==> src/rtl/dbg_trace_pkg.sv <==
// Shared types and constants for the debug trace arbiter.
// Latency: n/a (types only).
// Backpressure: n/a (types only).
package dbg_trace_pkg;

  localparam int HART_ID_W = 2;
  localparam int MAX_HARTS = 4;

  // One trace record: a fetch event and a writeback event (136 bits).
  typedef struct packed {
    logic        fetch_req;
    logic [31:0] fetch_addr;
    logic        fetch_ack;
    logic [31:0] fetch_rddata;
    logic        reg_wren;
    logic [4:0]  reg_wraddr;
    logic [63:0] reg_wrdata;
  } trace_rec_t;

endpackage

==> src/rtl/dbg_trace_arbiter_if.sv <==
// Trace bus: per-hart record inputs, sink ready, serialised dbg_* output and drop stats.
// Latency: n/a (wiring only). Backpressure: out_ready stalls the dbg_* stage.
// Ports: master = record sources + trace sink; slave = the arbiter.
interface dbg_trace_arbiter_if
  import dbg_trace_pkg::*;
#(
  parameter int NUM_HARTS  = 4,
  parameter int DROP_CNT_W = 16
);
  logic [NUM_HARTS-1:0]            in_valid;
  logic [NUM_HARTS-1:0]            in_fetch_req;
  logic [NUM_HARTS-1:0]            in_fetch_ack;
  logic [NUM_HARTS*32-1:0]         in_fetch_addr;
  logic [NUM_HARTS*32-1:0]         in_fetch_rddata;
  logic [NUM_HARTS-1:0]            in_reg_wren;
  logic [NUM_HARTS*5-1:0]          in_reg_wraddr;
  logic [NUM_HARTS*64-1:0]         in_reg_wrdata;
  logic                            out_ready;

  logic                            dbg_valid;
  logic [HART_ID_W-1:0]            dbg_hart_id;
  logic                            dbg_inst_fetch_req;
  logic                            dbg_inst_fetch_ack;
  logic                            dbg_reg_wren;
  logic [31:0]                     dbg_inst_fetch_addr;
  logic [31:0]                     dbg_inst_fetch_rddata;
  logic [4:0]                      dbg_reg_wraddr;
  logic [63:0]                     dbg_reg_wrdata;
  logic [NUM_HARTS-1:0]            overflow;
  logic [NUM_HARTS*DROP_CNT_W-1:0] drop_cnt;

  modport master (
    output in_valid, in_fetch_req, in_fetch_ack, in_fetch_addr, in_fetch_rddata,
           in_reg_wren, in_reg_wraddr, in_reg_wrdata, out_ready,
    input  dbg_valid, dbg_hart_id, dbg_inst_fetch_req, dbg_inst_fetch_ack, dbg_reg_wren,
           dbg_inst_fetch_addr, dbg_inst_fetch_rddata, dbg_reg_wraddr, dbg_reg_wrdata,
           overflow, drop_cnt
  );

  modport slave (
    input  in_valid, in_fetch_req, in_fetch_ack, in_fetch_addr, in_fetch_rddata,
           in_reg_wren, in_reg_wraddr, in_reg_wrdata, out_ready,
    output dbg_valid, dbg_hart_id, dbg_inst_fetch_req, dbg_inst_fetch_ack, dbg_reg_wren,
           dbg_inst_fetch_addr, dbg_inst_fetch_rddata, dbg_reg_wraddr, dbg_reg_wrdata,
           overflow, drop_cnt
  );

endinterface

==> src/rtl/dbg_trace_fifo.sv <==
// Per-hart synchronous FIFO of trace records (push/pop/full/empty).
// Latency: 1 cycle write-to-readable; read data is the current head (no fall-through).
// Backpressure: a push while full is refused unless a pop happens in the same cycle.
module dbg_trace_fifo
  import dbg_trace_pkg::*;
#(
  parameter int DEPTH = 4
) (
  input  logic       clock,
  input  logic       reset_n,
  input  logic       i_push,
  input  trace_rec_t i_dat,
  input  logic       i_pop,
  output trace_rec_t o_dat,
  output logic       o_full,
  output logic       o_empty
);
  localparam int AW = $clog2(DEPTH);

  // Pointers carry one extra wrap bit: equal = empty, only MSB differs = full.
  logic [AW:0] r_wptr;
  logic [AW:0] r_rptr;
  trace_rec_t  r_mem [DEPTH];
  logic        w_do_push;
  logic        w_do_pop;

  assign o_empty   = (r_wptr == r_rptr);
  assign o_full    = (r_wptr[AW] != r_rptr[AW]) && (r_wptr[AW-1:0] == r_rptr[AW-1:0]);
  assign w_do_pop  = i_pop & ~o_empty;
  // When full, the slot being written is the head being popped this same cycle.
  assign w_do_push = i_push & (~o_full | w_do_pop);
  assign o_dat     = r_mem[r_rptr[AW-1:0]];

  always_ff @(posedge clock or negedge reset_n) begin
    if (!reset_n) begin
      r_wptr <= '0;
      r_rptr <= '0;
    end else begin
      if (w_do_push) r_wptr <= r_wptr + (AW+1)'(1);
      if (w_do_pop)  r_rptr <= r_rptr + (AW+1)'(1);
    end
  end

  always_ff @(posedge clock) begin
    if (w_do_push) r_mem[r_wptr[AW-1:0]] <= i_dat;
  end

endmodule

==> src/rtl/dbg_trace_arbiter.sv <==
// Serialises per-hart trace records onto one dbg_* port via round-robin over per-hart FIFOs.
// Latency: 2 cycles input-to-output (FIFO write, then output register load); 1 record/cycle.
// Backpressure: out_ready low holds dbg_* stable and pops nothing; full FIFOs drop and count.
// Ports: clock, reset_n (async active-low); bus = slave side of dbg_trace_arbiter_if.
module dbg_trace_arbiter
  import dbg_trace_pkg::*;
#(
  parameter int NUM_HARTS  = 4,
  parameter int FIFO_DEPTH = 4,
  parameter int DROP_CNT_W = 16
) (
  input  logic                 clock,
  input  logic                 reset_n,
  dbg_trace_arbiter_if.slave   bus
);
  trace_rec_t           w_fifo_dat [MAX_HARTS];
  logic                 w_full     [MAX_HARTS];
  logic                 w_empty    [MAX_HARTS];
  logic [MAX_HARTS-1:0] w_pop;
  logic                 w_load;
  logic                 w_found;
  logic [HART_ID_W-1:0] w_win;
  logic [HART_ID_W-1:0] w_idx;

  logic                 r_dbg_valid;
  trace_rec_t           r_dbg_rec;
  logic [HART_ID_W-1:0] r_dbg_hart;
  logic [HART_ID_W-1:0] r_rr_last;

  for (genvar h = 0; h < MAX_HARTS; h++) begin : g_hart
    if (h < NUM_HARTS) begin : g_used
      trace_rec_t            w_in_rec;
      logic                  w_drop;
      logic                  r_overflow;
      logic [DROP_CNT_W-1:0] r_drop_cnt;

      assign w_in_rec = '{
        fetch_req:    bus.in_fetch_req[h],
        fetch_addr:   bus.in_fetch_addr[h*32 +: 32],
        fetch_ack:    bus.in_fetch_ack[h],
        fetch_rddata: bus.in_fetch_rddata[h*32 +: 32],
        reg_wren:     bus.in_reg_wren[h],
        reg_wraddr:   bus.in_reg_wraddr[h*5 +: 5],
        reg_wrdata:   bus.in_reg_wrdata[h*64 +: 64]
      };

      dbg_trace_fifo #(.DEPTH(FIFO_DEPTH)) u_fifo (
        .clock   (clock),
        .reset_n (reset_n),
        .i_push  (bus.in_valid[h]),
        .i_dat   (w_in_rec),
        .i_pop   (w_pop[h]),
        .o_dat   (w_fifo_dat[h]),
        .o_full  (w_full[h]),
        .o_empty (w_empty[h])
      );

      // A pop in the same cycle frees the slot, so only full-without-pop drops.
      assign w_drop = bus.in_valid[h] & w_full[h] & ~w_pop[h];

      always_ff @(posedge clock or negedge reset_n) begin
        if (!reset_n) begin
          r_overflow <= 1'b0;
          r_drop_cnt <= '0;
        end else if (w_drop) begin
          r_overflow <= 1'b1;
          if (r_drop_cnt != {DROP_CNT_W{1'b1}}) r_drop_cnt <= r_drop_cnt + DROP_CNT_W'(1);
        end
      end

      assign bus.overflow[h]                          = r_overflow;
      assign bus.drop_cnt[h*DROP_CNT_W +: DROP_CNT_W] = r_drop_cnt;
    end else begin : g_unused
      // Absent harts look permanently empty so the arbiter skips their slots.
      assign w_fifo_dat[h] = '0;
      assign w_full[h]     = 1'b0;
      assign w_empty[h]    = 1'b1;
    end
  end

  // Output register accepts a new record when empty or when its record is taken.
  assign w_load = ~r_dbg_valid | bus.out_ready;

  // First non-empty slot after r_rr_last; the 2-bit index wraps over all four slots.
  always_comb begin
    w_found = 1'b0;
    w_win   = '0;
    w_idx   = '0;
    for (int k = 1; k <= MAX_HARTS; k++) begin
      w_idx = r_rr_last + HART_ID_W'(k);
      if (!w_found && !w_empty[w_idx]) begin
        w_found = 1'b1;
        w_win   = w_idx;
      end
    end
  end

  always_comb begin
    w_pop = '0;
    if (w_load && w_found) w_pop[w_win] = 1'b1;
  end

  always_ff @(posedge clock or negedge reset_n) begin
    if (!reset_n) begin
      r_dbg_valid <= 1'b0;
      r_dbg_rec   <= '0;
      r_dbg_hart  <= '0;
      r_rr_last   <= HART_ID_W'(NUM_HARTS - 1);
    end else if (w_load) begin
      r_dbg_valid <= w_found;
      if (w_found) begin
        r_dbg_rec  <= w_fifo_dat[w_win];
        r_dbg_hart <= w_win;
        r_rr_last  <= w_win;
      end
    end
  end

  assign bus.dbg_valid             = r_dbg_valid;
  assign bus.dbg_hart_id           = r_dbg_hart;
  assign bus.dbg_inst_fetch_req    = r_dbg_rec.fetch_req;
  assign bus.dbg_inst_fetch_addr   = r_dbg_rec.fetch_addr;
  assign bus.dbg_inst_fetch_ack    = r_dbg_rec.fetch_ack;
  assign bus.dbg_inst_fetch_rddata = r_dbg_rec.fetch_rddata;
  assign bus.dbg_reg_wren          = r_dbg_rec.reg_wren;
  assign bus.dbg_reg_wraddr        = r_dbg_rec.reg_wraddr;
  assign bus.dbg_reg_wrdata        = r_dbg_rec.reg_wrdata;

endmodule

==> src/flat_wrapper.sv <==
// flat-port wrapper written by rule: the top's interface ports become plain ports
module dbg_trace_arbiter_flat import dbg_trace_pkg::*;
#(
  parameter int NUM_HARTS  = 4,
  parameter int FIFO_DEPTH = 4,
  parameter int DROP_CNT_W = 16
)
  (clock, reset_n, bus_in_valid, bus_in_fetch_req, bus_in_fetch_ack, bus_in_fetch_addr, bus_in_fetch_rddata, bus_in_reg_wren, bus_in_reg_wraddr, bus_in_reg_wrdata, bus_out_ready, bus_dbg_valid, bus_dbg_hart_id, bus_dbg_inst_fetch_req, bus_dbg_inst_fetch_ack, bus_dbg_reg_wren, bus_dbg_inst_fetch_addr, bus_dbg_inst_fetch_rddata, bus_dbg_reg_wraddr, bus_dbg_reg_wrdata, bus_overflow, bus_drop_cnt);
  dbg_trace_arbiter_if #(.NUM_HARTS(NUM_HARTS), .DROP_CNT_W(DROP_CNT_W)) bus_i ();
  input  logic clock;
  input  logic reset_n;
  input wire logic [$bits(bus_i.in_valid)-1:0] bus_in_valid;
  input wire logic [$bits(bus_i.in_fetch_req)-1:0] bus_in_fetch_req;
  input wire logic [$bits(bus_i.in_fetch_ack)-1:0] bus_in_fetch_ack;
  input wire logic [$bits(bus_i.in_fetch_addr)-1:0] bus_in_fetch_addr;
  input wire logic [$bits(bus_i.in_fetch_rddata)-1:0] bus_in_fetch_rddata;
  input wire logic [$bits(bus_i.in_reg_wren)-1:0] bus_in_reg_wren;
  input wire logic [$bits(bus_i.in_reg_wraddr)-1:0] bus_in_reg_wraddr;
  input wire logic [$bits(bus_i.in_reg_wrdata)-1:0] bus_in_reg_wrdata;
  input wire logic [$bits(bus_i.out_ready)-1:0] bus_out_ready;
  output wire logic [$bits(bus_i.dbg_valid)-1:0] bus_dbg_valid;
  output wire logic [$bits(bus_i.dbg_hart_id)-1:0] bus_dbg_hart_id;
  output wire logic [$bits(bus_i.dbg_inst_fetch_req)-1:0] bus_dbg_inst_fetch_req;
  output wire logic [$bits(bus_i.dbg_inst_fetch_ack)-1:0] bus_dbg_inst_fetch_ack;
  output wire logic [$bits(bus_i.dbg_reg_wren)-1:0] bus_dbg_reg_wren;
  output wire logic [$bits(bus_i.dbg_inst_fetch_addr)-1:0] bus_dbg_inst_fetch_addr;
  output wire logic [$bits(bus_i.dbg_inst_fetch_rddata)-1:0] bus_dbg_inst_fetch_rddata;
  output wire logic [$bits(bus_i.dbg_reg_wraddr)-1:0] bus_dbg_reg_wraddr;
  output wire logic [$bits(bus_i.dbg_reg_wrdata)-1:0] bus_dbg_reg_wrdata;
  output wire logic [$bits(bus_i.overflow)-1:0] bus_overflow;
  output wire logic [$bits(bus_i.drop_cnt)-1:0] bus_drop_cnt;
  assign bus_i.in_valid = bus_in_valid;
  assign bus_i.in_fetch_req = bus_in_fetch_req;
  assign bus_i.in_fetch_ack = bus_in_fetch_ack;
  assign bus_i.in_fetch_addr = bus_in_fetch_addr;
  assign bus_i.in_fetch_rddata = bus_in_fetch_rddata;
  assign bus_i.in_reg_wren = bus_in_reg_wren;
  assign bus_i.in_reg_wraddr = bus_in_reg_wraddr;
  assign bus_i.in_reg_wrdata = bus_in_reg_wrdata;
  assign bus_i.out_ready = bus_out_ready;
  assign bus_dbg_valid = bus_i.dbg_valid;
  assign bus_dbg_hart_id = bus_i.dbg_hart_id;
  assign bus_dbg_inst_fetch_req = bus_i.dbg_inst_fetch_req;
  assign bus_dbg_inst_fetch_ack = bus_i.dbg_inst_fetch_ack;
  assign bus_dbg_reg_wren = bus_i.dbg_reg_wren;
  assign bus_dbg_inst_fetch_addr = bus_i.dbg_inst_fetch_addr;
  assign bus_dbg_inst_fetch_rddata = bus_i.dbg_inst_fetch_rddata;
  assign bus_dbg_reg_wraddr = bus_i.dbg_reg_wraddr;
  assign bus_dbg_reg_wrdata = bus_i.dbg_reg_wrdata;
  assign bus_overflow = bus_i.overflow;
  assign bus_drop_cnt = bus_i.drop_cnt;
  dbg_trace_arbiter #(.NUM_HARTS(NUM_HARTS), .FIFO_DEPTH(FIFO_DEPTH), .DROP_CNT_W(DROP_CNT_W)) u_core (.clock(clock), .reset_n(reset_n), .bus(bus_i));
endmodule
==> config.mk <==
export PLATFORM = sky130hd
export DESIGN_NAME = dbg_trace_arbiter_flat
export DESIGN_NICKNAME = d
export VERILOG_FILES = /design/src/rtl/dbg_trace_pkg.sv /design/src/rtl/dbg_trace_arbiter_if.sv /design/src/rtl/dbg_trace_fifo.sv /design/src/rtl/dbg_trace_arbiter.sv /design/src/flat_wrapper.sv
export SDC_FILE = /design/constraint.sdc
export NUM_CORES = 2
export LEC_CHECK = 0
export CAP_MARGIN = 10
export CORE_UTILIZATION = 52
export CTS_CLUSTER_DIAMETER = 50
export DETAILED_ROUTE_END_ITERATION = 8
export GPL_ROUTABILITY_DRIVEN = 1
export GPL_TIMING_DRIVEN = 1
export HOLD_SLACK_MARGIN = 0.02
export PLACE_DENSITY = 0.78
export SYNTH_ARGS = -nofsm -noshare
export SYNTH_HDL_FRONTEND = slang
export SYNTH_SLANG_ARGS = --single-unit
==> constraint.sdc <==
create_clock -name clock -period 5.77 [get_ports clock]
set_clock_uncertainty 0.1 [all_clocks]
set_input_delay 0.577 -clock clock [delete_from_list [all_inputs] [get_ports clock]]
set_output_delay 0.577 -clock clock [all_outputs]
set_load 0.05 [all_outputs]
* Word-level counts from Yosys, hierarchy flattened
Memory sizes are Yosys's and may differ from the RTL's. Cells that the tools add are included.
Storage, ports and cells: output and inout bits 207, flip-flop bits (word level) 233, input port bits 551, RAM bits 2176, memories kept 4, logic and storage cells 160
Cells by class: mux-type cells 34, order comparisons 7, equality and inequality tests 16, $add $sub $neg 15, bitwise gates (word level) 39, reduce and logical (&&, ||, !) cells 19
Memory list:
- u_core.g_hart[0].g_used.u_fifo.r_mem | words 4, bits a word 136, read ports 1, clocked after Yosys merged registers in 0, wr ports 1, line dbg_trace_fifo.sv:23 | trace_rec_t r_mem [DEPTH];
- u_core.g_hart[1].g_used.u_fifo.r_mem | words 4, bits a word 136, read ports 1, clocked after Yosys merged registers in 0, wr ports 1, line dbg_trace_fifo.sv:23
- u_core.g_hart[2].g_used.u_fifo.r_mem | words 4, bits a word 136, read ports 1, clocked after Yosys merged registers in 0, wr ports 1, line dbg_trace_fifo.sv:23
- u_core.g_hart[3].g_used.u_fifo.r_mem | words 4, bits a word 136, read ports 1, clocked after Yosys merged registers in 0, wr ports 1, line dbg_trace_fifo.sv:23
Operators by type and width (number):
- $bmux 136 s2 | 1
- $mux 136 | 2
- $add 16x1->16 const B | 4
- $ne 16x16->1 const B | 4
- $add 3x1->3 const B | 8
- $mux 1 | 21
- $and 1x1->1 | 16
- $ge 3x3->1 const B | 5
- $not 2->3 | 5
- $not 1->1 | 13
- $eq 3x3->1 | 4
- $reduce_and 2->1 | 5
- $logic_and 1x1->1 | 9
- $bmux 1 s2 | 4
- $eq 2x2->1 | 4
- $mux 2 | 4
- $logic_not 1->1 | 5
- $or 1x1->1 | 5
- $add 2x2->2 const B | 2
- $mux 4 | 1
- $ne 1x1->1 | 4
- $lt 2x3->1 const B | 1
- $add 2x1->2 const B | 1
- $demux 1 s2 | 1
- $ge 2x1->1 const B | 1

* Depth between registers and ports, before layout
word-level depth 24, mapped depth 12, gate-level depth less buffers 7

* Hierarchy
A second synthesis with hierarchy kept.
Unflattened totals: cells, all modules 4567, area, all modules 92009.5 sq um
Modules (own cells, without submodules):
- dbg_trace_fifo | times used 4, cells each 757, area each 19987.9 sq um, sequential area each 16485.8 sq um
- dbg_trace_arbiter | times used 1, cells each 1539, area each 12057.8 sq um, sequential area each 5232.5 sq um

* Least setup slack after synthesis
No wires, ideal clock.
path type flip-flop to flip-flop, start reg u_core.g_hart[1].g_used.u_fifo.r_rptr[0], end mem u_core.g_hart[2].g_used.u_fifo.r_mem[1][0] in the netlist's numbering, enable pin, data required time 5.158 ns, clock period less this slack 5.785 ns, path slack -0.015 ns, setup time 0.512 ns, arrival 5.173 ns, buffers on the path 3, stages on the path, launching flop included 10, cell sequence dfrtp_1 > clkbuf_1 > xor2_1 > o31ai_2 > o21ai_2 > buf_4 > a211o_2 > buf_2 > o21ai_1 > and3_1
On the way: cells in the longest elaborated chain, start to end 23, elaborated cells between the ends (all ways) 41, classes of those cells order compare (2); eq/ne (1); mux (25); bitwise (3); reduce/logical (10)
RTL lines:
- from (decl) | line dbg_trace_fifo.sv:22 | logic [AW:0] r_rptr;
- from (signal assigned) | line dbg_trace_fifo.sv:40 | if (w_do_pop) r_rptr <= r_rptr + (AW+1)'(1);
- $eq 3x3->1 (*) | line dbg_trace_fifo.sv:27 | assign o_empty = (r_wptr == r_rptr);
- $bmux 1 s2 | line dbg_trace_arbiter.sv:91 | if (!w_found && !w_empty[w_idx]) begin
- $mux 1 (implied by the code) (2 in a row) | line dbg_trace_arbiter.sv:91
- $logic_not 1->1 | line dbg_trace_arbiter.sv:91
- $logic_and 1x1->1 | line dbg_trace_arbiter.sv:91
- $mux 1 | line dbg_trace_arbiter.sv:91
- $logic_not 1->1 | line dbg_trace_arbiter.sv:91
- $logic_and 1x1->1 | line dbg_trace_arbiter.sv:91
- [6 not listed]
- $mux 1 (implied by the code) | line dbg_trace_arbiter.sv:100 | if (w_load && w_found) w_pop[w_win] = 1'b1;
- $demux 1 s2
- $mux 4 (*) | line dbg_trace_arbiter.sv:100
- $and 1x1->1 (*) | line dbg_trace_fifo.sv:29 | assign w_do_pop = i_pop & ~o_empty;
- $or 1x1->1 (*) | line dbg_trace_fifo.sv:31 | assign w_do_push = i_push & (~o_full | w_do_pop);
- $and 1x1->1 (*) | line dbg_trace_fifo.sv:31
- $mux 1 (*) | line dbg_trace_fifo.sv:45 | if (w_do_push) r_mem[r_wptr[AW-1:0]] <= i_dat;
- $mux 1 (implied by the code) (*) | line dbg_trace_fifo.sv:45
- to (decl) | line dbg_trace_fifo.sv:23
Mark *: on every way between the ends. The rest lies on a longest branch, timed or not. The select of a mux whose other input is x is not followed.

* Worst setup path after layout
start reg u_core.g_hart[3].g_used.u_fifo.r_rptr[1], end mem u_core.g_hart[1].g_used.u_fifo.r_mem[1][98] in the netlist's numbering, enable pin
On the way: cells in the longest elaborated chain, start to end 23, elaborated cells between the ends (all ways) 41, classes of those cells order compare (2); eq/ne (1); mux (25); bitwise (3); reduce/logical (10)
RTL lines (line):
- from (decl) | dbg_trace_fifo.sv:22
- from (signal assigned) | dbg_trace_fifo.sv:40
- $eq 3x3->1 (*) | dbg_trace_fifo.sv:27
- $bmux 1 s2 | dbg_trace_arbiter.sv:91
- $mux 1 (implied by the code) (2 in a row) | dbg_trace_arbiter.sv:91
- $logic_not 1->1 | dbg_trace_arbiter.sv:91
- $logic_and 1x1->1 | dbg_trace_arbiter.sv:91
- $mux 1 | dbg_trace_arbiter.sv:91
- $logic_not 1->1 | dbg_trace_arbiter.sv:91
- $logic_and 1x1->1 | dbg_trace_arbiter.sv:91
- [6 not listed]
- $mux 1 (implied by the code) | dbg_trace_arbiter.sv:100
- $demux 1 s2
- $mux 4 (*) | dbg_trace_arbiter.sv:100
- $and 1x1->1 (*) | dbg_trace_fifo.sv:29
- $or 1x1->1 (*) | dbg_trace_fifo.sv:31
- $and 1x1->1 (*) | dbg_trace_fifo.sv:31
- $mux 1 (*) | dbg_trace_fifo.sv:45
- $mux 1 (implied by the code) (*) | dbg_trace_fifo.sv:45
- to (decl) | dbg_trace_fifo.sv:23
Marked as above.

==> results.json <==
{
  "crit_path_start": "u_core.g_hart[3].g_used.u_fifo.r_rptr[1]",
  "cts_made_buffers": 234,
  "yosys.cell_types.count": 70,
  "worstSkewPairLatency_ns": 0.88,
  "clockBufferDepth": 3,
  "cp.arrival_ns": 5.17,
  "synth_compound_area_frac": 0.0535,
  "synth_fa_ha_area_frac": 0.00318,
  "period_share": 0.820,
  "dr_wl_met3_mm": 22.7,
  "nNetsFinal": 5887,
  "wl_met2_mm": 124,
  "netlist_instances": 4479,
  "drtAntennaViolNets": 0,
  "synthXorXnorAreaFrac": 0.00758,
  "grt_pass1_wl_mm": 356,
  "worst_slew_pin_slew_ns": 1.24,
  "cts_tree": "yes",
  "fin_tns_setup_ns": 0,
  "maxSlewHeadroom": 0.151,
  "wl_per_cell_um": 31.3,
  "powerDensity_nw_per_um2": 585,
  "num_rows": 156,
  "antenna_found_initial": 98,
  "place_ws_ns": 1.04,
  "cp-start-kind": "register",
  "drt_iter0_drc": 5920,
  "fin_hold_ws_ns": 0.220,
  "area_delta_synth_final_pct": 19.9,
  "final_util": 0.627,
  "top_layer_used": "met5",
  "synthFlopType": "edfxtp_1",
  "core_um2": 181000,
  "slew_viol_final": 0,
  "vdd_ir_drop_max_v": 0.000963,
  "worstPathMaxFanout": 51,
  "synth_area_um2": 94600,
  "clock.fmax_ghz": 0.211,
  "post_cts_buffers": 0,
  "status": "complete, no violations",
  "grt_pass1_vias": 50800,
  "synth_top_family_by_area": "multiplexers",
  "postCtsHoldBufs": 1,
  "path_clk_slew_ns": 0.06,
  "grt_max_degree": 142,
  "cts-root-buf": "clkbuf_16",
  "worst_r2r_startpoint": "u_core.g_hart[3].g_used.u_fifo.r_rptr[1]",
  "pin_count": 758,
  "numClockSinks": 2409,
  "avgSynthCellArea_um2": 21.1,
  "dpl-instance-area_um2": 105000,
  "worst_slack_ns": 1.04,
  "start_util": 0.523,
  "fp.dieH_um": 428,
  "drc": 0,
  "required_ns": 6.21,
  "wirelength_mm": 249,
  "gp_congestion": 0.829,
  "cellLeakagePower_nw": 37.4,
  "period_needed_ns": 4.73,
  "synth-simple-area-share": 0.0165,
  "design_area_um2": 113000,
  "synth-edff-count": 2176,
  "yosysSeqAreaShare": 0.753,
  "ctsResizeCount": 0,
  "overflow": 0,
  "synth-seq-cells": 2409,
  "synthMuxAreaShare": 0.146,
  "maxCapViolCount": 0,
  "cts_htree_levels": 4,
  "mappedNetlistNets": 5054,
  "wl_met1_mm": 89.2,
  "drive_above_1_share": 0.230,
  "vias": 49900,
  "yosys_warnings": 0,
  "setup_viol": 0,
  "min_path_type": "in2async",
  "ys_async_sr_fraction": 0.0967,
  "die_area_um2": 184000,
  "hold_viol": 0,
  "crit_type": "reg2reg",
  "avgViaCountPerCell": 6.28,
  "end_kind": "register",
  "drt_pass1_iterations": 7,
  "track_usage": 0.269,
  "layout_commonest_cell": "edfxtp_1",
  "die-width_um": 428,
  "layout_common_cells": "edfxtp_1, clkdlybuf4s50_1, mux4_2",
  "rsz0062_at_grt": "false",
  "place_hpwl_mm": 157,
  "io_buffers": 757
}
worst max-delay path: stages (launching register included):
cell and delay (ns):
dfrtp_4 0.73, xnor2_1 0.23, and3b_1 0.36, o21ai_4 0.24, buf_4 0.49, a211oi_4 0.12, buf_4 0.34, o21ai_1 0.53
and2_4 0.81, buf_12 0.36
power by group:
group	internal (mW)	total (mW)	switching, mW
sequential	24.2	26.1	1.87
clock	8.78	15.4	6.60
combinational	9.41	24.9	15.5
state kept, by name, summed over array words and instances, names as in the netlist:
register and flops:
u_core.g_hart.g_used.u_fifo.r_wptr 12, u_core.g_hart.g_used.r_overflow 4, u_core.bus.dbg_inst_fetch_ack 1, u_core.g_hart.g_used.u_fifo.r_mem 2176, u_core.g_hart.g_used.r_drop_cnt 64, u_core.bus.dbg_valid 1
u_core.bus.dbg_inst_fetch_req 1, u_core.bus.dbg_reg_wrdata 64, u_core.bus.dbg_reg_wren 1, u_core.r_rr_last 2, u_core.bus.dbg_inst_fetch_addr 32, u_core.bus.dbg_inst_fetch_rddata 32
u_core.g_hart.g_used.u_fifo.r_rptr 12, u_core.bus.dbg_hart_id 2, u_core.bus.dbg_reg_wraddr 5
cell families (layout without fill, tap and decap cells):
| family | count (synthesis) | in the layout |
|---|---|---|
| simple gates | 319 | 319 |
| xor+xnor | 81 | 81 |
| mux | 695 | 695 |
| buf+inv | 439 | 1483 |
| flops | 2409 | 2409 |
| compound gates | 512 | 512 |
| other cells | 0 | 65 |
| fa+ha+maj | 24 | 24 |
final timing paths:
check	cells after the start	to	slack, ns
worst max-delay path	9	u_core.g_hart[1].g_used.u_fifo.r_mem[1][98]	1.04
worst min register to register	2	u_core.bus.dbg_hart_id[1]	0.38
min in group clock	1	u_core.g_hart[0].g_used.u_fifo.r_mem[0][13]	0.22
worst min-delay path	2	u_core.bus.dbg_inst_fetch_addr[0]	0.22
max in group asynchronous	3	u_core.g_hart[1].g_used.u_fifo.r_rptr[0]	3.92
worst max register to register	9	u_core.g_hart[1].g_used.u_fifo.r_mem[1][98]	1.04
cell type report:
class | instances | area (um^2)
multi-input combinational | 1631 | 21500
antenna | 65 | 163
timing repair buffer | 886 | 9100
sequential | 2409 | 71200
clock inverter | 132 | 1520
inverter | 150 | 563
tap | 2370 | 2970
clock buffer | 315 | 6310
fill | 11900 | 67400
per-stage QoR:
step,std cells,power [mW]
global route,7952,68.6
floorplan,4479,43.0
finish,7958,66.3
detailed placement,7444,51.2
global placement,7443,50.5
CTS,7892,66.7
layer usage:
metal	vias up	GRT usage
met5	-	0
met4	48	0.150
met3	523	0.0611
met2	2879	0.433
met1	26100	0.341
li1	20400	-
synthesized netlist by cell type, types with 3 or more instances:
cell,instances,share of area
a211o_1,5,0.00046
buf_6,16,0.0019
dfrtp_1,231,0.061
o21ai_0,7,0.00037
mux2_2,4,0.00048
o211ai_1,7,0.00056
o221ai_1,3,0.00028
a2111oi_1,4,0.00042
nor3_1,5,0.00026
nor4_1,4,0.00026
inv_1,150,0.0060
and3_1,22,0.0015
buf_4,36,0.0029
a21oi_1,33,0.0017
mux4_2,544,0.13
nand2_1,26,0.0010
nor2b_1,3,0.00020
mux2i_1,136,0.014
and4_1,9,0.00083
xor2_1,44,0.0041
edfxtp_1,2176,0.69
o21ai_2,4,0.00037
buf_2,51,0.0027
buf_1,10,0.00040
nand4_1,31,0.0021
and2_1,13,0.00086
nand3b_1,3,0.00024
xnor2_1,36,0.0033
nand2b_1,6,0.00040
a211oi_1,85,0.0067
clkbuf_1,175,0.0069
a211oi_2,197,0.026
ha_1,24,0.0032
nor2_1,153,0.0061
nand3_1,30,0.0016
o2111ai_1,10,0.00093
mux2_1,11,0.0013
a2111oi_0,132,0.012
Note: power is estimated with default switching activity, not from simulation.
